## config.mk

```make
export PLATFORM = sky130hd
export DESIGN_NAME = conv_line_buffer
export DESIGN_NICKNAME = d
export VERILOG_FILES = /design/src/rtl/cnn_pkg.sv /design/src/rtl/line_shift_reg.sv /design/src/rtl/conv_line_buffer.sv
export SDC_FILE = /design/constraint.sdc
export NUM_CORES = 1
export LEC_CHECK = 0
export CAP_MARGIN = 10
export CORE_ASPECT_RATIO = 1.2
export CORE_MARGIN = 5
export CORE_UTILIZATION = 30
export CTS_CLUSTER_DIAMETER = 150
export CTS_CLUSTER_SIZE = 40
export DETAILED_ROUTE_END_ITERATION = 8
export PLACE_DENSITY = 0.43
export REMOVE_ABC_BUFFERS = 1
export SETUP_SLACK_MARGIN = 0.4
export SLEW_MARGIN = 20
export SYNTH_ARGS = -nofsm -noshare
export SYNTH_HDL_FRONTEND = slang
export SYNTH_SLANG_ARGS = --single-unit
```

## constraint.sdc

```tcl
create_clock -name clk -period 8.2 [get_ports clk]
set_input_delay 1.23 -clock clk [delete_from_list [all_inputs] [get_ports clk]]
set_output_delay 1.23 -clock clk [all_outputs]
set_load 0.02 [all_outputs]
```

## src/rtl/cnn_pkg.sv

```systemverilog
// Shared definitions for the convolution front end: kernel size and stream FSM states.
// Latency: n/a (types and constants only).
// Backpressure: n/a.
package cnn_pkg;

    localparam int KERNEL_SIZE = 3;

    typedef enum logic [1:0] {
        IDLE   = 2'd0,
        STREAM = 2'd1,
        DONE   = 2'd2
    } state_t;

endpackage

```

## src/rtl/line_shift_reg.sv

```systemverilog
// One image row of delay: a DEPTH-deep, DATA_SIZE-wide shift register.
// Latency: dout is the value pushed DEPTH enabled cycles earlier.
// Backpressure: none; contents hold whenever en is low.
module line_shift_reg #(
    parameter int DATA_SIZE = 8,
    parameter int DEPTH     = 8
) (
    input  logic                 clk,
    input  logic                 en,
    input  logic [DATA_SIZE-1:0] din,
    output logic [DATA_SIZE-1:0] dout
);

    // Storage carries no reset; the parent never emits windows built from stale rows.
    logic [DATA_SIZE-1:0] mem [DEPTH];

    // Advance the whole row by one slot on each accepted pixel.
    always_ff @(posedge clk) begin
        if (en) begin
            mem[0] <= din;
            for (int i = 1; i < DEPTH; i++) begin
                mem[i] <= mem[i-1];
            end
        end
    end

    assign dout = mem[DEPTH-1];

endmodule

```

## src/rtl/conv_line_buffer.sv

```systemverilog
// Turns a raster pixel stream into 3x3 windows using two row-deep line buffers.
// Latency: window_valid/window_out one cycle after the pixel completing the window.
// Backpressure: en low stalls everything; no output side backpressure.
module conv_line_buffer
    import cnn_pkg::*;
#(
    parameter int DATA_SIZE  = 8,
    parameter int IMG_WIDTH  = 8,
    parameter int IMG_HEIGHT = 8
) (
    input  logic                                       clk,
    input  logic                                       reset,
    input  logic                                       start,
    input  logic                                       en,
    input  logic [DATA_SIZE-1:0]                       pixel_in,
    output logic [KERNEL_SIZE*KERNEL_SIZE*DATA_SIZE-1:0] window_out,
    output logic                                       window_valid,
    output logic                                       busy,
    output logic                                       done
);

    localparam int CW    = $clog2(IMG_WIDTH);
    localparam int RW    = $clog2(IMG_HEIGHT);
    localparam int WIN_W = KERNEL_SIZE * KERNEL_SIZE * DATA_SIZE;
    localparam logic [CW-1:0] COL_LAST = CW'(IMG_WIDTH - 1);
    localparam logic [RW-1:0] ROW_LAST = RW'(IMG_HEIGHT - 1);
    localparam logic [CW-1:0] COL_MIN  = CW'(KERNEL_SIZE - 1);
    localparam logic [RW-1:0] ROW_MIN  = RW'(KERNEL_SIZE - 1);

    state_t               state;
    logic [CW-1:0]        col;
    logic [RW-1:0]        row;
    logic [WIN_W-1:0]     win;
    logic [WIN_W-1:0]     win_nxt;
    logic [DATA_SIZE-1:0] lb0_out;
    logic [DATA_SIZE-1:0] lb1_out;
    logic                 accept;
    logic                 last_pix;
    logic                 emit;

    // Pixels only count while streaming; en is meaningless in IDLE and DONE.
    assign accept   = (state == STREAM) && en;
    assign last_pix = (row == ROW_LAST) && (col == COL_LAST);
    assign emit     = accept && (row >= ROW_MIN) && (col >= COL_MIN);
    assign busy     = (state == STREAM);
    assign done     = (state == DONE);

    // lb0 yields the same column one row up, lb1 two rows up.
    line_shift_reg #(.DATA_SIZE(DATA_SIZE), .DEPTH(IMG_WIDTH)) u_line0 (
        .clk  (clk),
        .en   (accept),
        .din  (pixel_in),
        .dout (lb0_out)
    );

    line_shift_reg #(.DATA_SIZE(DATA_SIZE), .DEPTH(IMG_WIDTH)) u_line1 (
        .clk  (clk),
        .en   (accept),
        .din  (lb0_out),
        .dout (lb1_out)
    );

    // Next window: shift every row one column left, new column enters on the right.
    always_comb begin
        win_nxt = win;
        for (int r = 0; r < KERNEL_SIZE; r++) begin
            for (int c = 0; c < KERNEL_SIZE - 1; c++) begin
                win_nxt[DATA_SIZE*(KERNEL_SIZE*r+c) +: DATA_SIZE] =
                    win[DATA_SIZE*(KERNEL_SIZE*r+c+1) +: DATA_SIZE];
            end
        end
        win_nxt[DATA_SIZE*(KERNEL_SIZE*0+2) +: DATA_SIZE] = lb1_out;
        win_nxt[DATA_SIZE*(KERNEL_SIZE*1+2) +: DATA_SIZE] = lb0_out;
        win_nxt[DATA_SIZE*(KERNEL_SIZE*2+2) +: DATA_SIZE] = pixel_in;
    end

    // Frame sequencing: start is only honoured in IDLE, DONE lasts one cycle.
    always_ff @(posedge clk or negedge reset) begin
        if (!reset) begin
            state <= IDLE;
        end else begin
            case (state)
                IDLE:    if (start) state <= STREAM;
                STREAM:  if (accept && last_pix) state <= DONE;
                DONE:    state <= IDLE;
                default: state <= IDLE;
            endcase
        end
    end

    // Raster position of the next pixel to be accepted.
    always_ff @(posedge clk or negedge reset) begin
        if (!reset) begin
            col <= '0;
            row <= '0;
        end else if (state == IDLE && start) begin
            col <= '0;
            row <= '0;
        end else if (accept) begin
            if (col == COL_LAST) begin
                col <= '0;
                row <= (row == ROW_LAST) ? '0 : row + 1'b1;
            end else begin
                col <= col + 1'b1;
            end
        end
    end

    // Internal window shifts on every accepted pixel; the output copy only
    // updates when a complete window is available, so it holds otherwise.
    always_ff @(posedge clk or negedge reset) begin
        if (!reset) begin
            win          <= '0;
            window_out   <= '0;
            window_valid <= 1'b0;
        end else begin
            window_valid <= emit;
            if (accept) win <= win_nxt;
            if (emit) window_out <= win_nxt;
        end
    end

endmodule

```

==> impl_metrics.toml, run 1 <==
[cells_and_area]
antennaDiodeCount = 0
register_area_um2 = 7070
fillCellCount = 2740
fin_area_um2 = 10400
multi_input_area_um2 = 1600
postLayoutCoreUtil_pct = 36.0
syn2layout_area_growth_pct = 18.0
nNetsFinal = 630
drive_above_1_share_pct = 3.25

[yosys]
synth_top_area_share_pct = 43.7
synth-compound-area-share_pct = 0.441
synth_commonest_cells = "149 x nand2_1, 129 x dfrtp_1, 128 x edfxtp_1"
synth_xor_area_share_pct = 0
yosys.area_share.simple_pct = 7.65
syn_area_um2 = 8800
yosys_register_bits = 257
synthesis.yosys.warnings = 0
synth_edf_count = 128
syn_avg_cell_area_um2 = 16.6
ys_seq_area_share_pct = 80.3
synthFlopType = "dfrtp_1"
yosysTopAreaCell = "edfxtp_1"
synthCells = 529
synth-adder-area-share_pct = 0.853
synthTopCellsByArea = "edfxtp_1 44%, dfrtp_1 37%, mux2_1 9.2%"
synth_top_family_by_area = "multiplexers"
synthMuxAreaShare_pct = 9.21
synth.most_common_cell = "nand2_1"
synth_cell_types = 24
async_reset_ff_share_pct = 50.2

[sta]
finalSetupViolCount = 0
fin_crit_sh_pct = 40.7
worst_clock_skew_ns = 0.0339
finalHoldViolCount = 0
tightestPinTransition_ns = 0.878
relSlewSlack_pct = 41.5
drv_slew = 0
rsz0062_at_grt = "no"
max_freq_mhz = 300
fin_crit_ns = 3.34
setup_tns_ns = 0

[hold_path]
holdPathStages = 0
min_from = "u_line0.mem[0][22]$_DFFE_PP_"
hold_class = "register to register"
hold_end = "u_line0.mem[0][30]$_DFFE_PP_"

[drt]
wl_per_cell_um = 13.9
wl_mm = 13.9
drc = 0
drtAntennaViolNets = 0
routed_via_density = 4.16
dr.pass1.iters = 4
vias = 4163
drt_iter0_drc = 276

[global_routing]
grt_first_pass_wirelength_mm = 23.3
grt_pass1_vias = 4481
grt_start_max_net_pins = 181
antenna_found_initial = 0
overflow = 0
grt.total_usage_pct = 8.37

[floorplan]
die_h_um = 198
fp-row-count = 68
fp.dieW_um = 166
start_util_pct = 30.5
die_area_um2 = 32900
coreArea_um2 = 28800
pin_count = 87

[power]
seqPwrFrac_pct = 52.9
p_per_area_nw_per_um2 = 313
vdd_drop_max_uv = 188
power_switching_mw = 0.951
p_leak_nw = 4.23
p_total_mw = 3.25
power_frac_clock_pct = 19.8
p_int_mw = 2.30
p_sw_share_pct = 29.2
p_comb_share_pct = 27.3

[setup_path]
cp-start-kind = "primary input"
cp_max_fo = 180
cp-end-kind = "register"
cpLargestDelayFamily = "buffers and inverters"
rr_endpoint = "col[2]$_DFFE_PN0P_"
rrSetupSlack_ns = 5.61
worstPathArrival_ns = 3.73
critPathSlowestCell = "clkinv_8"
r2r-start = "state[1]$_DFFE_PN0P_"
required_ns = 8.59
crit_buf_inv = 2
crit_chain = "clkdlybuf4s50_1 > nand3b_4 > clkinv_8 > a22o_1"
max_stage_delay_ns = 0.82
critical_path_class = "primary input to register"
rr_worst_depth = 3

[place]
dp_hpwl_mm = 7.67
gp_congestion = 0.659
io_buffers = 86
place_area_um2 = 10100

[clock_network]
hold_buffers = 0
clk_latency_ns = 0.49
clk_path_buf_depth = 3
cts_buffers = 10
cts_resized = 0
htreeDepth = 1
cts_tree = "done"
postCtsSetupRepairBufs = 0
cts_root_buf = "clkbuf_16"
path_clk_slew_ns = 0.14
cts_sinks = 257

[outcome]
status = "finished clean"

[run]
max_cap_viol_count = 0
sequential cells by signal, summed over array words and instances, names as in the netlist:
name and flops:
u_line1.mem 64, window_valid 1, col 3, state 2, u_line0.mem 64, window_out 72
win 48, row 3
final cells by class:
class                      count  share of cell area [%]
timing repair buffer          89                    8.55
inverter                       3                   0.229
sequential                   257                    68.1
multi-input combinational    251                    15.4
tap                          385                    4.64
clock inverter                 1                   0.289
clock buffer                  15                    2.79
cells by family (layout without fill, tap and decap cells):
| kind of cell | count (synthesis) | after routing |
|---|---|---|
| fa+ha+maj | 6 | 6 |
| buf+inv | 21 | 108 |
| simple gates | 166 | 166 |
| flops | 257 | 257 |
| mux | 72 | 72 |
| compound gates | 7 | 7 |
worst max path at each step:
stage | endpoint | start | slack [ns] | cells past startpoint
4_1_cts | col[2]$_DFFE_PN0P_ | en | 4.59 | 5
5_1_grt | window_out[55]$_DFFE_PN0P_ | en | 4.62 | 5
3_5_place_dp | col[2]$_DFFE_PN0P_ | en | 4.05 | 5
6_report | col[2]$_DFFE_PN0P_ | en | 4.86 | 4
3_3_place_gp | col[2]$_DFFE_PN0P_ | en | 4.12 | 5
2_1_floorplan | window_valid$_DFF_PN0_ | en | 0.75 | 2
routing by layer:
metal / part of all wire [%] / wire (um) / GRT usage [%] / vias to the layer above
li1: - / - / - / 1977
met4: 1.6 / 221 / 2.21 / 0
met5: 0 / 0 / 0 / -
met1: 48 / 6650 / 11.2 / 2092
met3: 5.3 / 738 / 2.10 / 15
met2: 45 / 6290 / 13.8 / 79
cells in the final DEF (no fill, tap or decap):
cell type,instances
buf_6,2
nor2b_1,2
nor3_1,2
nand4b_1,1
and3_1,1
nand3b_4,1
clkinv_8,1
or2_2,1
nor3_2,1
mux2_1,72
edfxtp_1,128
nor2_1,2
nand4_1,1
dfrtp_1,129
ha_1,6
clkbuf_16,11
clkinv_16,1
nor3b_1,1
nand3_1,1
nand2_1,149
a21oi_1,5
or3_1,3
inv_1,2
o21ai_0,1
a22o_1,1
buf_4,2
clkbuf_1,4
clkdlybuf4s50_1,85
stage by stage:
step	worst slack [ns]	hold WS, ns	std cells
floorplan	0.745	0.400	511
global route	4.62	0.408	1001
global placement	4.12	0.400	985
CTS	4.59	0.396	1001
finish	4.86	0.396	1001
detailed placement	4.05	0.405	985
worst reg2reg max path, cell delays in order (launching register included):
cell and delay [ns]:
dfrtp_1 0.45, nand3b_4 0.65, clkinv_8 0.86, a22o_1 0.53
power by group through the flow:
stage	clock [mW]	combinational [mW]	sequential [mW]
after floorplan	0	0.282	1.94
after global placement	0	0.895	1.75
after detailed placement	0	0.912	1.75
after CTS	0.681	0.915	1.73
after global routing	0.717	0.973	1.76
final	0.644	0.888	1.72
(Power assumes the default switching activity.)
==> inputs of run 2 (changes only) <==
- clock period: 8.2 -> 3.2 ns (I/O delays scaled with it)
==> run 2 against run 1 <==
- the flow now finishes with violations (negative hold slack)
- non-clock buffer count is 6 higher
- critical path depth is 2 lower
- count of clock-buffer cells in the layout stayed put
- sequential power grew to 2.6 times the previous value
- combinational power grew to 2.6 times the previous value
- global-route usage is 0.31 points higher
- sequential cell count stayed put
- final cell count is 0.60% higher
- worst setup slack worse by 3.9 ns
- largest power group unchanged
==> impl_metrics.toml, run 2 (synthesis gave the netlist of run 1 again) <==
[clock_network]
htreeDepth = 1
cts_tree = "done"
clk_latency_ns = 0.49
cts_resized = 0
path_clk_slew_ns = 0.14
cts_sinks = 257
cts_root_buf = "clkbuf_16"
hold_buffers = 0
postCtsSetupRepairBufs = 0
clk_path_buf_depth = 3
cts_buffers = 10

[sta]
rsz0062_at_grt = "no"
worst_clock_skew_ns = 0.0382
drv_slew = 0
fin_crit_ns = 2.24
fin_crit_sh_pct = 69.9
hold_slack_ns = -0.0141
finalWorstSetupSlack_ns = 0.964
max_freq_mhz = 447
relSlewSlack_pct = 51.9
finalSetupViolCount = 0
tightestPinTransition_ns = 0.720
finalHoldViolCount = 8

[setup_path]
r2r-start = "col[0]$_DFFE_PN0P_"
crit_chain = "nor2b_1 > clkdlybuf4s50_1"
cp.depth = 2
critical_path_class = "register to primary output"
rrSetupSlack_ns = 1.29
cp_max_fo = 7
rr_worst_depth = 6
critPathLaunch = "state[0]$_DFFE_PN0P_"
cpLargestDelayFamily = "buffers and inverters"
cp-start-kind = "register"
crit_buf_inv = 1
critPathSlowestCell = "clkdlybuf4s50_1"
setup.worst_path.end = "busy"
cp-end-kind = "primary output"
max_stage_delay_ns = 0.61
rr_endpoint = "window_out[71]$_DFFE_PN0P_"
required_ns = 2.72
worstPathArrival_ns = 1.76

[global_routing]
grt_start_max_net_pins = 74
grt_first_pass_wirelength_mm = 24.2
grt.total_usage_pct = 8.69
grt_pass1_vias = 4580
overflow = 0
antenna_found_initial = 0

[drt]
wl_mm = 14.4
wl_per_cell_um = 14.3
drt_iter0_drc = 266
drc = 0
dr.pass1.iters = 4
vias = 4235
drtAntennaViolNets = 0
routed_via_density = 4.21

[cells_and_area]
top_regs = "window_out: 72 flops, u_line0.mem: 64 flops, u_line1.mem: 64 flops"
layout_commonest_cell = "nand2_1"
antennaDiodeCount = 0
syn2layout_area_growth_pct = 18.8
drive_above_1_share_pct = 4.18
instances_no_fill = 1007
largest_reg_flops = 72
fillCellCount = 2735
postLayoutCoreUtil_pct = 36.3
regMostFlops = "window_out"
nNetsFinal = 636
layout_common_cells = "149 x nand2_1, 129 x dfrtp_1, 128 x edfxtp_1, 85 x clkdlybuf4s50_1, 72 x mux2_1"

[place]
dp_hpwl_mm = 8.46
io_buffers = 86
pre_cts_ws_ns = 0.774
gp_congestion = 0.688
dp.cells = 991

[hold_path]
hold_class = "primary input to asynchronous set/reset pin"

[floorplan]
pin_count = 87
fp.dieW_um = 166
start_util_pct = 30.5
die_h_um = 198
coreArea_um2 = 28800
die_area_um2 = 32900
fp-row-count = 68

[outcome]
violations = "negative hold slack"
status = "finished with violations"

[power]
p_per_area_nw_per_um2 = 800
p_leak_nw = 4.27
vdd_drop_max_uv = 485

[run]
max_cap_viol_count = 0
==> run 2: cell count changes in the layout (fill, tap and decap cells not counted), sizes merged <==
cell and change:
buf +6, clkinv -1, inv +1
==> run 2: through the flow <==
stage                     total power [mW]  instance area, um2  TNS (ns)  hold slack (ns)
final                                 8.37               10500         0          -0.0141
after global routing                  8.86               10500         0           0.0242
after CTS                             8.57               10500         0           0.0147
after detailed placement              6.87               10100         0            0.405
after global placement                6.79               10100         0            0.400
after floorplan                       5.69                8680   -623.60            0.184
==> run 2: per-layer routing <==
layer  global-route usage (%)  part of all wire [%]  vias up  wire, um
met5                        0                     0        -         0
met2                     14.4                    46       88      6580
met4                     1.97                   1.5        0       216
met1                     11.6                    47     2138      6760
met3                     2.20                   5.6       18       797
li1                         -                     -     1991         -
==> run 2: power breakdown <==
part,internal [mW],switching [mW]
Sequential,4.10,0.316
Combinational,1.15,1.15
Clock,0.661,0.995
==> run 2: final cells by class <==
type | count | area, um2 | share of cell area (%)
timing repair buffer | 95 | 967 | 9.24
clock inverter | 1 | 30.0 | 0.287
inverter | 3 | 18.8 | 0.179
clock buffer | 15 | 290 | 2.77
tap | 385 | 482 | 4.60
sequential | 257 | 7070 | 67.6
multi-input combinational | 251 | 1600 | 15.3
==> run 2: how the worst min path moves through the flow <==
stage	startpoint	endpoint	slack [ns]	depth (start not counted)
2_1_floorplan	reset	col[0]$_DFFE_PN0P_	0.18	0
5_1_grt	reset	window_out[2]$_DFFE_PN0P_	0.02	1
6_report	reset	window_out[2]$_DFFE_PN0P_	-0.01	1
4_1_cts	reset	window_out[2]$_DFFE_PN0P_	0.01	1
3_5_place_dp	u_line0.mem[0][28]$_DFFE_PP_	u_line0.mem[1][4]$_DFFE_PP_	0.40	0
3_3_place_gp	u_line1.mem[0][17]$_DFFE_PP_	u_line1.mem[0][25]$_DFFE_PP_	0.40	0
==> inputs of run 3 (changes only) <==
- clock period: 3.2 -> 2.2 ns (I/O delays scaled with it)
==> run 3 against run 2 <==
- the flow now finishes without violations
- count of clock-buffer cells in the layout is the same
- cell area increased by 3.9%
- final cell count grew 2.3%
- first-iteration DRC count shrank 15%
- clock skew fell by 0.0051 ns
- wire length grew 7.2%
- register-to-register slack worse by 0.87 ns
- critical path depth grew 5
- sequential share of layout area shrank 2.5 points
- global-route usage barely moved
- total power up 50%
==> impl_metrics.toml, run 3 (synthesis gave the netlist of run 1 again) <==
[global_routing]
grt_pass1_vias = 4552
overflow = 0
antenna_found_initial = 0
grt_start_max_net_pins = 72
grt_first_pass_wirelength_mm = 24.0
grt.total_usage_pct = 8.66

[drt]
dr.pass1.iters = 4
drtAntennaViolNets = 0
wl_per_cell_um = 15.0
routed_via_density = 4.25
drc = 0
vias = 4381
wl_mm = 15.4
drt_iter0_drc = 227

[cells_and_area]
layout_common_cells = "149 x nand2_1, 128 x edfxtp_1, 127 x dfrtp_1, 66 x dlygate4sd2_1, 37 x mux2_1"
largest_reg_flops = 72
drive_above_1_share_pct = 14.0
antennaDiodeCount = 0
layout_commonest_cell = "nand2_1"
instances_no_fill = 1030
nNetsFinal = 659
postLayoutCoreUtil_pct = 37.7
syn2layout_area_growth_pct = 23.5
regMostFlops = "window_out"
fin_area_um2 = 10900
top_regs = "window_out: 72 flops, u_line0.mem: 64 flops, u_line1.mem: 64 flops"

[sta]
max_freq_mhz = 561
relSlewSlack_pct = 73.5
drv_slew = 0
fin_crit_ns = 1.78
finalWorstSetupSlack_ns = 0.419
finalHoldViolCount = 0
worst_clock_skew_ns = 0.0332
tightestPinTransition_ns = 0.397
setup_tns_ns = 0
finalSetupViolCount = 0
fin_crit_sh_pct = 81.0
rsz0062_at_grt = "yes"

[place]
pre_cts_ws_ns = 0.0760
place_area_um2 = 10300
io_buffers = 86
dp.cells = 1004
dp_hpwl_mm = 8.92
gp_congestion = 0.702

[setup_path]
rrSetupSlack_ns = 0.42
critical_path_class = "register to register"
cp-start-kind = "register"
rr_worst_depth = 7
rr_endpoint = "window_out[22]$_DFFE_PN0P_"
required_ns = 2.58
setup.worst_path.end = "window_out[22]$_DFFE_PN0P_"
cp_max_fo = 7
cp-end-kind = "register"
r2r-start = "col[0]$_DFFE_PN0P_"
worstPathArrival_ns = 2.17
critPathLaunch = "col[0]$_DFFE_PN0P_"

[power]
vdd_drop_max_uv = 653
power_switching_mw = 3.76
p_sw_share_pct = 30.0
seqPwrFrac_pct = 51.2
p_per_area_nw_per_um2 = 1150
p_leak_nw = 4.76
p_int_mw = 8.78
power_frac_clock_pct = 19.1
p_comb_share_pct = 29.7

[hold_path]
hold_class = "primary input to asynchronous set/reset pin"

[floorplan]
start_util_pct = 30.5
die_area_um2 = 32900
die_h_um = 198
fp.dieW_um = 166
pin_count = 87
fp-row-count = 68
coreArea_um2 = 28800

[clock_network]
cts_tree = "done"
clk_path_buf_depth = 3
clk_latency_ns = 0.49
path_clk_slew_ns = 0.14
htreeDepth = 1
cts_sinks = 257
cts_root_buf = "clkbuf_16"
cts_buffers = 10

[run]
max_cap_viol_count = 0

[outcome]
status = "finished clean"
## run 3: cell count changes in the layout (fill, tap and decap cells not counted), sizes merged
cell / previous run / this run
dlymetal6s2s: 0 / 7
dlygate4sd3: 0 / 1
clkbuf: 15 / 21
dlygate4sd2: 0 / 66
clkdlybuf4s50: 85 / 10
buf: 10 / 28
## run 3: how the worst min path moves through the flow
stage	startpoint	endpoint	slack (ns)	cells after the start
floorplan	reset	col[0]$_DFFE_PN0P_	0.03	0
global placement	reset	win[34]$_DFFE_PN0P_	0.24	1
global route	reset	win[34]$_DFFE_PN0P_	0.30	2
detailed placement	reset	win[34]$_DFFE_PN0P_	0.25	1
CTS	reset	window_out[34]$_DFFE_PN0P_	0.28	2
finish	reset	window_out[34]$_DFFE_PN0P_	0.28	2
## run 3: layer usage
metal | wire (um) | vias up | part of all wire [%] | global-route usage, %
met5 | 0 | - | 0 | 0
met2 | 7270 | 75 | 47 | 14.6
met1 | 7220 | 2253 | 47 | 11.5
li1 | - | 2042 | - | -
met3 | 637 | 11 | 4.1 | 2.00
met4 | 272 | 0 | 1.8 | 1.97
## run 3: critical path: stages (launching register included)
cell	delay [ns]
dfrtp_1	0.44
inv_1	0.08
ha_2	0.19
nor3_4	0.05
nor3_4	0.23
buf_6	0.19
clkbuf_16	0.18
mux2_1	0.32
## run 3: repair_timing
item,4_1_cts,5_1_grt
gates resized for setup,71,53
cloned,0,6
setup endpoints to repair,126,78
pin swaps,0,3
buffers inserted,0,3
hold buffers,1,0
endpoints found under the hold margin,30,0
## run 3: power groups by stage
stage / Combinational, mW / Sequential (mW) / Clock, mW
floorplan: 0.940 / 7.21 / 0
global placement: 3.48 / 6.52 / 0
detailed placement: 3.54 / 6.54 / 0
CTS: 3.16 / 6.42 / 2.57
global route: 4.02 / 6.57 / 2.69
finish: 3.72 / 6.43 / 2.40
## run 3: area by class of cell
cell class	instances	area [um2]
tap	385	482
multi-input combinational	251	1760
fill	2712	18000
clock buffer	15	290
timing repair buffer	118	1220
inverter	3	18.8
clock inverter	1	30.0
sequential	257	7070
## run 3: metrics by stage
step	total power, mW	hold WS (ns)
2_1_floorplan	8.15	0.0344
3_3_place_gp	9.99	0.241
6_report	12.5	0.284
5_1_grt	13.3	0.297
4_1_cts	12.1	0.275
3_5_place_dp	10.1	0.252
